==> src/rtl/tpu_pkg.sv <==
`default_nettype none
// ============================================================================
//  Module   : tpu_pkg
//  Purpose  : Shared types and constants for the pe-array operand feeder.
//             DATA_W         - operand width (two's complement)
//             operand_t      - one signed operand
//             feeder_state_t - feeder sequencing states
//  Revision : 1.0 - initial release
// ============================================================================
package tpu_pkg;

    localparam int DATA_W = 8;

    typedef logic signed [DATA_W-1:0] operand_t;

    typedef enum logic [1:0] {
        IDLE  = 2'd0,
        FEED  = 2'd1,
        DRAIN = 2'd2
    } feeder_state_t;

endpackage
`default_nettype wire

==> src/rtl/skew_delay_line.sv <==
`default_nettype none
// ============================================================================
//  Module   : skew_delay_line
//  Purpose  : Fixed-depth, never-stalling shift register for one feeder lane.
//             The input appears on the output DEPTH cycles later.
//  Ports    : clk       - clock
//             rst       - synchronous active-low clear of every stage
//             data_in   - operand entering the line
//             valid_in  - qualifier for data_in
//             data_out  - operand leaving the line
//             valid_out - qualifier for data_out
//  Revision : 1.0 - initial release
// ============================================================================
module skew_delay_line
    import tpu_pkg::*;
#(
    parameter int DEPTH = 1,
    parameter int WIDTH = DATA_W
) (
    input  logic             clk,
    input  logic             rst,
    input  logic [WIDTH-1:0] data_in,
    input  logic             valid_in,
    output logic [WIDTH-1:0] data_out,
    output logic             valid_out
);

    logic [WIDTH-1:0] r_data [DEPTH];
    logic [DEPTH-1:0] r_valid;

    always_ff @(posedge clk) begin
        if (!rst) begin
            for (int k = 0; k < DEPTH; k++) begin
                r_data[k] <= '0;
            end
            r_valid <= '0;
        end else begin
            r_data[0]  <= data_in;
            r_valid[0] <= valid_in;
            for (int k = 1; k < DEPTH; k++) begin
                r_data[k]  <= r_data[k-1];
                r_valid[k] <= r_valid[k-1];
            end
        end
    end

    assign data_out  = r_data[DEPTH-1];
    assign valid_out = r_valid[DEPTH-1];

endmodule
`default_nettype wire

==> src/rtl/systolic_skew_feeder.sv <==
`default_nettype none
// ============================================================================
//  Module   : systolic_skew_feeder
//  Purpose  : Accepts one N-lane row vector of signed operands per beat and
//             drives the pe-array edge with a diagonal skew (lane i delayed
//             i extra cycles). Sequences one tile of k_len beats: pulses
//             acc_clr before the first beat, drains the skew pipeline, then
//             pulses tile_done as lane N-1 presents the last beat.
//  Ports    : clk, rst (sync, active-low)
//             start, k_len       - tile request, sampled only in IDLE
//             busy               - tile in progress (FEED or DRAIN)
//             in_valid/in_ready  - beat handshake, in_data lane i at
//                                  [i*DATA_W +: DATA_W]
//             out_data/out_valid - skewed operands, zero when lane invalid
//             acc_clr            - one-cycle pulse in the first FEED cycle
//             tile_done          - one-cycle pulse at end of tile
//             stall_cnt          - FEED cycles without in_valid (optional)
//  Options  : FEEDER_STALL_CNT_EN - adds the saturating stall_cnt output
//  Revision : 1.0 - initial release
// ============================================================================
module systolic_skew_feeder #(
    parameter int N      = 4,
    parameter int DATA_W = 8,
    parameter int K_MAX  = 16,
    parameter int KW     = $clog2(K_MAX + 1)
) (
    input  logic                clk,
    input  logic                rst,
    input  logic                start,
    input  logic [KW-1:0]       k_len,
    output logic                busy,
    input  logic                in_valid,
    output logic                in_ready,
    input  logic [N*DATA_W-1:0] in_data,
    output logic [N*DATA_W-1:0] out_data,
    output logic [N-1:0]        out_valid,
    output logic                acc_clr,
    output logic                tile_done
`ifdef FEEDER_STALL_CNT_EN
    ,
    output logic [15:0]         stall_cnt
`endif
);

    import tpu_pkg::*;

    // Drain counter covers the cycles between the last accept and the
    // cycle in which lane N-1 presents that beat.
    localparam int c_drain_w = (N > 1) ? $clog2(N) : 1;
    localparam logic [c_drain_w-1:0] c_drain_last = c_drain_w'(N - 1);
    localparam logic [c_drain_w-1:0] c_done_pre   = c_drain_w'((N > 1) ? (N - 2) : 0);

    feeder_state_t          r_state;
    logic [KW-1:0]          r_k_len;
    logic [KW-1:0]          r_beat_cnt;
    logic [c_drain_w-1:0]   r_drain_cnt;
    logic                   r_acc_clr;
    logic                   r_tile_done;

    logic                   w_start_ok;
    logic                   w_accept;
    logic                   w_last_beat;

    assign w_start_ok  = start && (k_len != '0) && (int'(k_len) <= K_MAX);
    assign w_accept    = in_valid && (r_state == FEED);
    assign w_last_beat = (r_beat_cnt == r_k_len - KW'(1));

    // Sequencer
    always_ff @(posedge clk) begin
        if (!rst) begin
            r_state     <= IDLE;
            r_k_len     <= '0;
            r_beat_cnt  <= '0;
            r_drain_cnt <= '0;
            r_acc_clr   <= 1'b0;
            r_tile_done <= 1'b0;
        end else begin
            r_acc_clr   <= 1'b0;
            r_tile_done <= 1'b0;
            case (r_state)
                IDLE: begin
                    if (w_start_ok) begin
                        r_k_len    <= k_len;
                        r_beat_cnt <= '0;
                        r_acc_clr  <= 1'b1;
                        r_state    <= FEED;
                    end
                end
                FEED: begin
                    if (w_accept) begin
                        if (w_last_beat) begin
                            r_beat_cnt  <= '0;
                            r_drain_cnt <= '0;
                            if (N == 1) begin
                                // Single lane: lane 0 shows the beat next cycle.
                                r_tile_done <= 1'b1;
                                r_state     <= IDLE;
                            end else begin
                                r_state <= DRAIN;
                            end
                        end else begin
                            r_beat_cnt <= r_beat_cnt + KW'(1);
                        end
                    end
                end
                DRAIN: begin
                    // Registered pulse lands in the final DRAIN cycle.
                    if (r_drain_cnt == c_done_pre) begin
                        r_tile_done <= 1'b1;
                    end
                    if (r_drain_cnt == c_drain_last) begin
                        r_drain_cnt <= '0;
                        r_state     <= IDLE;
                    end else begin
                        r_drain_cnt <= r_drain_cnt + c_drain_w'(1);
                    end
                end
                default: begin
                    r_state <= IDLE;
                end
            endcase
        end
    end

    assign busy      = (r_state != IDLE);
    assign in_ready  = (r_state == FEED);
    assign acc_clr   = r_acc_clr;
    assign tile_done = r_tile_done;

    // Lane i delay line has depth i+1. Non-accepted cycles inject a zero
    // operand with valid low so downstream accumulation is unaffected.
    for (genvar i = 0; i < N; i++) begin : g_lane
        logic [DATA_W-1:0] w_lane_in;

        assign w_lane_in = w_accept ? in_data[i*DATA_W +: DATA_W] : '0;

        skew_delay_line #(
            .DEPTH (i + 1),
            .WIDTH (DATA_W)
        ) u_delay (
            .clk       (clk),
            .rst       (rst),
            .data_in   (w_lane_in),
            .valid_in  (w_accept),
            .data_out  (out_data[i*DATA_W +: DATA_W]),
            .valid_out (out_valid[i])
        );
    end

`ifdef FEEDER_STALL_CNT_EN
    logic [15:0] r_stall_cnt;

    always_ff @(posedge clk) begin
        if (!rst) begin
            r_stall_cnt <= '0;
        end else if ((r_state == IDLE) && w_start_ok) begin
            r_stall_cnt <= '0;
        end else if ((r_state == FEED) && !in_valid && (r_stall_cnt != 16'hFFFF)) begin
            r_stall_cnt <= r_stall_cnt + 16'd1;
        end
    end

    assign stall_cnt = r_stall_cnt;
`endif

endmodule
`default_nettype wire

==> config.mk <==
export PLATFORM = sky130hd
export DESIGN_NAME = systolic_skew_feeder
export DESIGN_NICKNAME = d
export VERILOG_FILES = /design/src/rtl/tpu_pkg.sv /design/src/rtl/skew_delay_line.sv /design/src/rtl/systolic_skew_feeder.sv
export SDC_FILE = /design/constraint.sdc
export NUM_CORES = 1
export LEC_CHECK = 0
export ABC_AREA = 1
export CAP_MARGIN = 15
export CORE_UTILIZATION = 45
export CTS_BUF_LIST = sky130_fd_sc_hd__clkbuf_8
export DETAILED_ROUTE_END_ITERATION = 8
export PLACE_DENSITY_LB_ADDON = 0.1
export SLEW_MARGIN = 20
export SYNTH_ARGS = -nofsm -noshare
export SYNTH_HDL_FRONTEND = slang
export SYNTH_HIERARCHICAL = 1
export SYNTH_SLANG_ARGS = --single-unit
export TNS_END_PERCENT = 100
==> constraint.sdc <==
create_clock -name clk -period 3.66 [get_ports clk]
set_input_delay 0.366 -clock clk [delete_from_list [all_inputs] [get_ports clk]]
set_output_delay 0.366 -clock clk [all_outputs]
set_load 0.1 [all_outputs]
Yosys cells after proc, flatten, opt, wreduce, memory -nomap -nowiden
Memory sizes are Yosys's and may differ from the RTL's.
Cells that the tools add are included.
{"block": "classes", "n_lt_le_gt_ge": 1, "reduce_logical": 15, "muxes": 32, "eq_ne": 9, "add_sub_neg": 3, "bitwise": 9}
{"operator": "$mux 8", "count": 14}
{"operator": "$mux 5", "count": 3}
{"operator": "$mux 2", "count": 7}
{"operator": "$pmux 5 s2", "count": 1}
{"operator": "$or 1x1->1", "count": 9}
{"operator": "$reduce_or 8->1", "count": 1}
{"operator": "$eq 2x2->1 const B", "count": 3}
{"operator": "$pmux 2 s3", "count": 1}
{"operator": "$reduce_and 2->1", "count": 3}
{"operator": "$reduce_and 3->1", "count": 2}
{"operator": "$reduce_bool 2->1", "count": 3}
{"operator": "$add 5x1->5 const B", "count": 1}
{"operator": "$eq 5x5->1", "count": 1}
{"operator": "$le 5x5->1 const B", "count": 1}
{"operator": "$mux 1", "count": 5}
{"operator": "$reduce_bool 5->1", "count": 1}
{"operator": "$sub 5x1->5 const B", "count": 1}
{"operator": "$ne 2x1->1 const B", "count": 2}
{"operator": "$ne 2x2->1 const B", "count": 2}
{"operator": "$pmux 2 s2", "count": 1}
{"operator": "$reduce_and 4->1", "count": 1}
{"operator": "$logic_and 1x1->1", "count": 3}
{"operator": "$add 2x1->2 const B", "count": 1}
{"operator": "$eq 2x1->1 const B", "count": 1}
{"operator": "$logic_not 2->1", "count": 1}
{"block": "totals", "elab_cells": 83, "input_bits": 41, "regBits": 26, "memories": 4, "ramBits": 80}
{"name": "g_lane[3].u_delay.r_data", "words": 4, "width": 8, "read_ports": 4, "rd_ports_with_merged_regs": 0, "write_ports": 4, "line": "skew_delay_line.sv:28", "text": "logic [WIDTH-1:0] r_data [DEPTH];"}
{"name": "g_lane[2].u_delay.r_data", "words": 3, "width": 8, "read_ports": 3, "rd_ports_with_merged_regs": 0, "write_ports": 3, "line": "skew_delay_line.sv:28"}
{"name": "g_lane[1].u_delay.r_data", "words": 2, "width": 8, "read_ports": 2, "rd_ports_with_merged_regs": 0, "write_ports": 2, "line": "skew_delay_line.sv:28"}
{"name": "g_lane[0].u_delay.r_data", "words": 1, "width": 8, "read_ports": 1, "rd_ports_with_merged_regs": 0, "write_ports": 1, "line": "skew_delay_line.sv:28"}

Logic depth before layout (Yosys ltp)
Gate-level depths: netlist of run 1.
{"block": "depth", "ltp_word": 5, "depth_mapped": 13, "ltp_nobuf": 13}

Modules after synthesis
Netlist of run 1, hierarchy kept.
{"mod": "systolic_skew_feeder", "instances": 1, "seq_area_each_um2": 320.3, "area_each_um2": 1226.2, "cells_per_inst": 202}
{"mod": "skew_delay_line at g_lane[3].u_delay", "instances": 1, "seq_area_each_um2": 720.7, "area_each_um2": 1032.2, "cells_per_inst": 112}
{"mod": "skew_delay_line at g_lane[2].u_delay", "instances": 1, "seq_area_each_um2": 540.5, "area_each_um2": 837.1, "cells_per_inst": 92}
{"mod": "skew_delay_line at g_lane[1].u_delay", "instances": 1, "seq_area_each_um2": 360.3, "area_each_um2": 589.3, "cells_per_inst": 64}
{"mod": "skew_delay_line at g_lane[0].u_delay", "instances": 1, "seq_area_each_um2": 180.2, "area_each_um2": 259.0, "cells_per_inst": 28}

Worst setup path before layout of run 1
Ideal clock, no wire load.
{"block": "synth_path", "kind": "register -> register", "from": "reg r_state[0]", "to": "mem g_lane[1].u_delay/r_data[0][4] in the netlist's numbering", "path_slack_ps": 2047, "stages_incl_launch_ff": 9, "arrival_ps": 1557, "period_less_slack_ps": 1613, "n_path_buf": 2, "cell_sequence": "dfxtp_1 -> inv_2 -> nor2_4 -> nand2_4 -> buf_4 -> buf_6 -> nor2_1 -> nand2_2 -> inv_1"}
{"item": "from (decl)", "line": "systolic_skew_feeder.sv:53", "text": "feeder_state_t r_state;"}
{"item": "from (signal assigned)", "line": "systolic_skew_feeder.sv:71", "text": "r_state <= IDLE;"}
{"item": "from (signal assigned)", "line": "systolic_skew_feeder.sv:86", "text": "r_state <= FEED;"}
{"item": "from (signal assigned)", "line": "systolic_skew_feeder.sv:97", "text": "r_state <= IDLE;"}
{"item": "to (decl)", "line": "skew_delay_line.sv:28"}

Final worst setup path of run 1
{"block": "layout_path", "from": "reg r_state[0]", "to": "out in_ready"}
{"block": "layout_between", "elab_chain_len": 1}
{"item": "$eq 2x1->1", "line": "systolic_skew_feeder.sv:126", "text": "assign in_ready = (r_state == FEED);"}
{"item": "to (decl)", "line": "systolic_skew_feeder.sv:33", "text": "output logic in_ready,"}
Every way passes these cells.

==> metrics.cfg, run 1 <==
[setup_path]
startpoint_type=flop
arrival_ns=2.13
crit_type=flop to primary output
critPathMaxStageDelay_ns=1.17
cp.required_ns=3.29
path_max_fanout=6
crit_buf_inv=2
critPathTopFamily=buffers and inverters
cp_slowest_cell=clkdlybuf4s50_1
path_cells=inv_2 -> nor2_4 -> clkdlybuf4s50_1
end_kind=primary output

[outcome]
outcome=finished, final reports clean

[power_and_ir_drop]
p_per_area_nw_per_um2=429.3
switching_share_pct=25.98
pwr-share-seq_pct=57.8
leakage_nw=2.742
p_switching_uw=530.4
internal-power_mw=1.511
pwr-share-comb_pct=10.0
clockPowerShare_pct=32.1
ir_worst_vdd_mv=0.2514

[synth]
synth_top_cell_by_area=dfxtp_1
yosysSeqAreaShare_pct=53.81
ys_types=27
syn_area_um2=3944
syn_inst=498
synth.most_common_cell=inv_1
yosys_warnings=6
synth_edf_count=0
synth-async-reset-ratio_pct=0
synth_ff_type=dfxtp_1
synth_area_leaders=dfxtp_1 (54%), inv_1 (13%), nand2_1 (11%)
synth_common_cells=inv_1 (140), nand2_1 (119), dfxtp_1 (106)
postSynthAreaPerCell_um2=7.919
synthDominantCellAreaShare_pct=53.81
syn-num-nets=543
ys_seq_elements=106

[floorplan]
row_count=33
initial_utilization_pct=47.28
die_y_um=95.62
core_area_um2=8341
die_area_um2=9142
pin_count=81
die_w_um=95.62

[clock_network]
clockBufferDepth=2
cts_sinks=106
cts_tree=built
clk_latency_ns=0.35
cts_buffers=9
post_cts_buffers=0
postCtsHoldBufs=0
cts-root-buf=clkbuf_8
htreeDepth=3
cts_resized=0
path_clk_slew_ns=0.10

[finish]
final_cells=668
synthToLayoutAreaGrowth_pct=20.59
nets=603
n_antenna_cell=0
fillCellCount=788
layout-drive-gt1-share_pct=5.861

[grt]
antenna_found_initial=0
grt_overflow_total=0
grt.total_usage_pct=14.54
grt_pass1_vias=2497
grt_max_degree=68
grt_pass1_wl_um=10290

[timing]
max_freq_mhz=400.9
relSlewSlack_pct=33.70
min_period_ns=2.495
worst_slew_pin_slew_ns=0.9914
skew_ns=0.007297
rsz0062_at_grt=false
hold_viol=0
setup_viol=0
period_share_pct=68.16
finalSetupTns_ns=0
slew_violations=0

[route]
drt_wl_total_um=5738
wl_per_cell_um=8.590
drtIter0Drc=64
ant_nets=0
drc=0
num_vias=2697
firstDrtPassIters=4
viasPerCell=4.037

[placement]
place_inst=652
port-buffer-count=80
gp_congestion=0.7639
dp_hpwl_um=3871

[worst_hold_path]
hold_class=primary input to flop

[run]
maxCapViolCount=0

==> logic make-up (layout without fill, tap and decap cells) <==
family / after synthesis / after routing / share of synthesized area [%]
xor+xnor: 1 / 1 / 0.2221
compound gates: 22 / 22 / 3.109
buf+inv: 175 / 240 / 21.45
simple gates: 190 / 190 / 20.15
flops: 106 / 106 / 53.81
fa+ha+maj: 4 / 4 / 1.269
==> flip-flops by register name, indices dropped and copies added, names as in the netlist <==
signal	flops
r_beat_cnt	5
g_lane.u_delay/r_valid	9
g_lane.u_delay/r_data	80
r_state	2
r_k_len	5
acc_clr	1
g_lane.u_delay/valid_out	1
r_drain_cnt	2
tile_done	1
==> metrics by stage <==
step	utilization (%)	worst slack [ns]	cell area, um^2	power (mW)	hold slack (ns)
floorplan	-	2.047	3944	1.359	0.3864
global placement	54.82	1.573	4572	1.411	0.3915
detailed placement	54.82	1.554	4572	1.414	0.3947
CTS	57.02	1.141	4756	2.077	0.3796
global route	57.02	1.088	4756	2.153	0.3941
finish	57.02	1.165	4756	2.042	0.4009
==> power groups by stage <==
stage	clock (mW)	sequential [mW]	combinational [mW]
2_1_floorplan	0	1.23	0.132
3_3_place_gp	0	1.21	0.204
3_5_place_dp	0	1.21	0.207
4_1_cts	0.689	1.18	0.207
5_1_grt	0.741	1.18	0.228
6_report	0.656	1.18	0.205
==> tightest hold or removal path: stages <==
cell and delay (ns):
buf_4 0.23, nand2_1 0.09, inv_1 0.03
==> routing by layer <==
metal  share of wire (%)  global-route usage (%)  wire length (um)  vias to the layer above
met1                  47                   16.06              2696                     1151
li1                    -                       -                 -                     1491
met2                  48                   25.54              2743                       53
met4                0.52                   3.856                30                        0
met5                   0                       0                 0                        -
met3                 4.7                   6.140               267                        2
==> path summary, 6_finish.rpt <==
kind,cells after the start,start,slack (ns),endpoint
max,3,r_state[0]$_SDFFE_PN0P_,1.17,in_ready
min,3,rst,0.40,g_lane[0].u_delay/r_data[0][1]$_SDFF_PN0_
max reg2reg,13,r_k_len[0]$_SDFFE_PN0P_,2.07,r_beat_cnt[3]$_SDFFE_PN0P_
min reg2reg,2,g_lane[3].u_delay/r_data[1][0]$_SDFF_PN0_,0.41,g_lane[3].u_delay/r_data[2][0]$_SDFF_PN0_
==> cell usage in the layout (no fill, tap or decap), drive strengths merged, types with 2 or more instances in the layout <==
cell type	synthesis	routed
o21ai	9	9
buf	31	2
dfxtp	106	106
clkbuf	0	9
nand3	11	11
a21oi	11	11
ha	4	4
nor2	47	47
nand4	2	2
nor3	3	3
nand2	126	126
inv	143	148
clkdlybuf4s50	0	79
==> layout make-up <==
class,instances,area [um^2],share of cell area [%]
Sequential cell,106,2122,44.62
Multi-Input combinational cell,217,975.9,20.52
Timing Repair Buffer,81,805.8,16.94
Inverter,143,536.8,11.29
Tap cell,105,131.4,2.762
Clock buffer,9,123.9,2.605
Clock inverter,7,60.06,1.263
No activity file was read; power rests on OpenSTA's default activity.
==> run 2: changes to the inputs <==
Clock period 3.66 ns to 2 ns, I/O delays scaled along.
==> metrics.cfg, run 2 (synthesized netlist as in run 1, its figures left out) <==
[timing]
relSlewSlack_pct=69.92  ; +36 points
slew_violations=0  ; unchanged
finalSetupTns_ns=0  ; unchanged
hold_viol=0  ; unchanged
min_period_ns=1.568
rsz0062_at_grt=false
skew_ns=0.01211  ; +0.004808 ns
setup_viol=0  ; unchanged
max_freq_mhz=637.8
period_share_pct=78.39
worst_slew_pin_slew_ns=0.4508  ; -0.5406 ns

[finish]
largest-register=g_lane.u_delay/r_data
layout-drive-gt1-share_pct=13.14  ; +7.3 points
largest_register_ffs=80  ; unchanged
layout_common_cells=inv_1 (140), nand2_1 (119), dfxtp_1 (106), nor2_1 (44), buf_4 (41)
nets=603  ; unchanged
final_common_cell=inv_1
synthToLayoutAreaGrowth_pct=18.91
n_antenna_cell=0  ; unchanged
multi_input_area_um2=975.9  ; unchanged
fin_area_um2=4690  ; -1.4%
fillCellCount=804  ; +2.0%
largestRegisters=g_lane.u_delay/r_data (80), g_lane.u_delay/r_valid (9)
ff_latch_area_um2=2122  ; unchanged

[grt]
use_met3_pct=3.190  ; -3.0 points
grt_pass1_vias=2462  ; -1.4%
grt_pass1_wl_um=10380  ; +0.87%
antenna_found_initial=0  ; unchanged
grt_max_degree=74  ; +8.8%
busiest_layer=met2
grtUsageMet1_pct=17.57  ; +1.5 points
grt.total_usage_pct=14.68  ; +0.14 points
met2_usage_pct=24.46  ; -1.1 points
grt_overflow_total=0  ; unchanged

[power_and_ir_drop]
ir_worst_vdd_mv=0.3372  ; +34%
leakage_nw=2.835  ; +3.4%
p_per_area_nw_per_um2=816.3  ; +90%
power_mw=3.828  ; +87%

[clock_network]
htreeDepth=3  ; unchanged
cts_resized=0  ; unchanged
clk_latency_ns=0.37  ; +0.02 ns
cts-root-buf=clkbuf_8
cts_tree=built
path_clk_slew_ns=0.11  ; about the same
cts_sinks=106  ; unchanged
clockBufferDepth=2  ; unchanged
postCtsHoldBufs=0  ; unchanged
post_cts_buffers=0  ; unchanged
cts_buffers=9  ; unchanged

[floorplan]
pin_count=81  ; unchanged
core_area_um2=8341  ; unchanged
die_y_um=95.62  ; unchanged
row_count=33  ; unchanged
die_w_um=95.62  ; unchanged
initial_utilization_pct=47.28  ; unchanged
die_area_um2=9142  ; unchanged

[route]
drt_wl_total_um=5917  ; +3.1%
drtIter0Drc=44  ; -31%
viasPerCell=4.121  ; +2.1%
drc=0  ; unchanged
wl_per_cell_um=8.858  ; +3.1%
num_vias=2753  ; +2.1%
ant_nets=0  ; unchanged
firstDrtPassIters=4  ; unchanged

[placement]
post_dp_cell_area_um2=4484  ; -1.9%
port-buffer-count=80  ; unchanged
dp_hpwl_um=4067  ; +5.1%
gp_congestion=0.7436  ; -2.7%

[setup_path]
end_kind=flop
critPathTopFamily=simple AND/OR/NAND/NOR gates
crit_buf_inv=2  ; unchanged
reg2reg_from=r_k_len[0]$_SDFFE_PN0P_
startpoint_type=flop
critPathMaxStageDelay_ns=0.38  ; -0.79 ns
path_cells=inv_2 -> ha_1 -> inv_1 -> nand2_1 -> nand2_1 -> nor2_1 -> nand2_1 -> nor2_2 -> nand2_2 -> nand2_2 -> nand2_2 -> nand3_1 -> nor2_1
arrival_ns=1.83  ; -0.30 ns
crit_type=flop to flop
worstSetupStartpoint=r_k_len[0]$_SDFFE_PN0P_
path_max_fanout=6  ; unchanged
cp.required_ns=2.26  ; -1.03 ns
cp_slowest_cell=dfxtp_1

[worst_hold_path]
hold_class=primary input to flop
min_from=rst

[run]
maxCapViolCount=0  ; unchanged

[outcome]
outcome=finished, final reports clean

==> run 2: cell types whose count changed in the layout (fill, tap and decap cells not counted) <==
cell	delta
inv_12	+1
clkinv_4	+2
clkinv_8	+1
buf_4	+39
clkinvlp_4	-1
clkdlybuf4s50_1	-40
inv_6	-2
inv_1	-1
buf_12	+1
==> run 2: final cells by class <==
type                            instances  share of cell area (%)
Tap cell                              105                   2.801
Inverter                              143                   11.45
Timing Repair Buffer                   81                   15.31
Sequential cell                       106                   45.25
Clock inverter                          7                   1.734
Multi-Input combinational cell        217                   20.81
Clock buffer                            9                   2.641
==> run 2: stage by stage <==
| stage | worst slack [ns] | hold slack [ns] | cells | utilization, % |
|---|---|---|---|---|
| 3_5_place_dp | 0.2795 | 0.3947 | 652 | 53.77 |
| 5_1_grt | 0.2692 | 0.2140 | 668 | 56.23 |
| 2_1_floorplan | 0.3872 | 0.3529 | 498 | - |
| 6_report | 0.4322 | 0.2084 | 668 | 56.23 |
| 4_1_cts | 0.4318 | 0.1928 | 668 | 56.23 |
| 3_3_place_gp | 0.4162 | 0.3914 | 652 | 53.77 |
==> run 2: final timing paths <==
check                                               end  slack (ns)  depth (start not counted)
max                          r_beat_cnt[2]$_SDFFE_PN0P_        0.43                         13
min           g_lane[1].u_delay/r_data[0][4]$_SDFF_PN0_        0.21                          3
max reg2reg                  r_beat_cnt[2]$_SDFFE_PN0P_        0.43                         13
min reg2reg  g_lane[2].u_delay/r_data[0][17]$_SDFF_PN0_        0.41                          2
==> run 2: routing by layer <==
| metal | part of all wire [%] | vias to the layer above |
|---|---|---|
| li1 | - | 1489 |
| met1 | 44 | 1191 |
| met2 | 49 | 65 |
| met3 | 4.9 | 8 |
| met4 | 1.8 | 0 |
| met5 | 0 | - |
==> run 2: worst reg2reg max path: cells and delay by family, from the launching register on <==
family                   cells  cell delay, ns
AND/OR/NAND/NOR             10            0.68
flip-flops                   1            0.38
adder cells (fa/ha/maj)      1            0.29
buffers and inverters        2            0.11
==> run 2: power breakdown <==
| group | switching [mW] | leakage (nW) | internal, mW |
|---|---|---|---|
| clock network | 0.788 | 0.103 | 0.504 |
| logic | 0.231 | 1.87 | 0.143 |
| registers | 0.0170 | 0.857 | 2.15 |
| total | 1.04 | 2.84 | 2.79 |
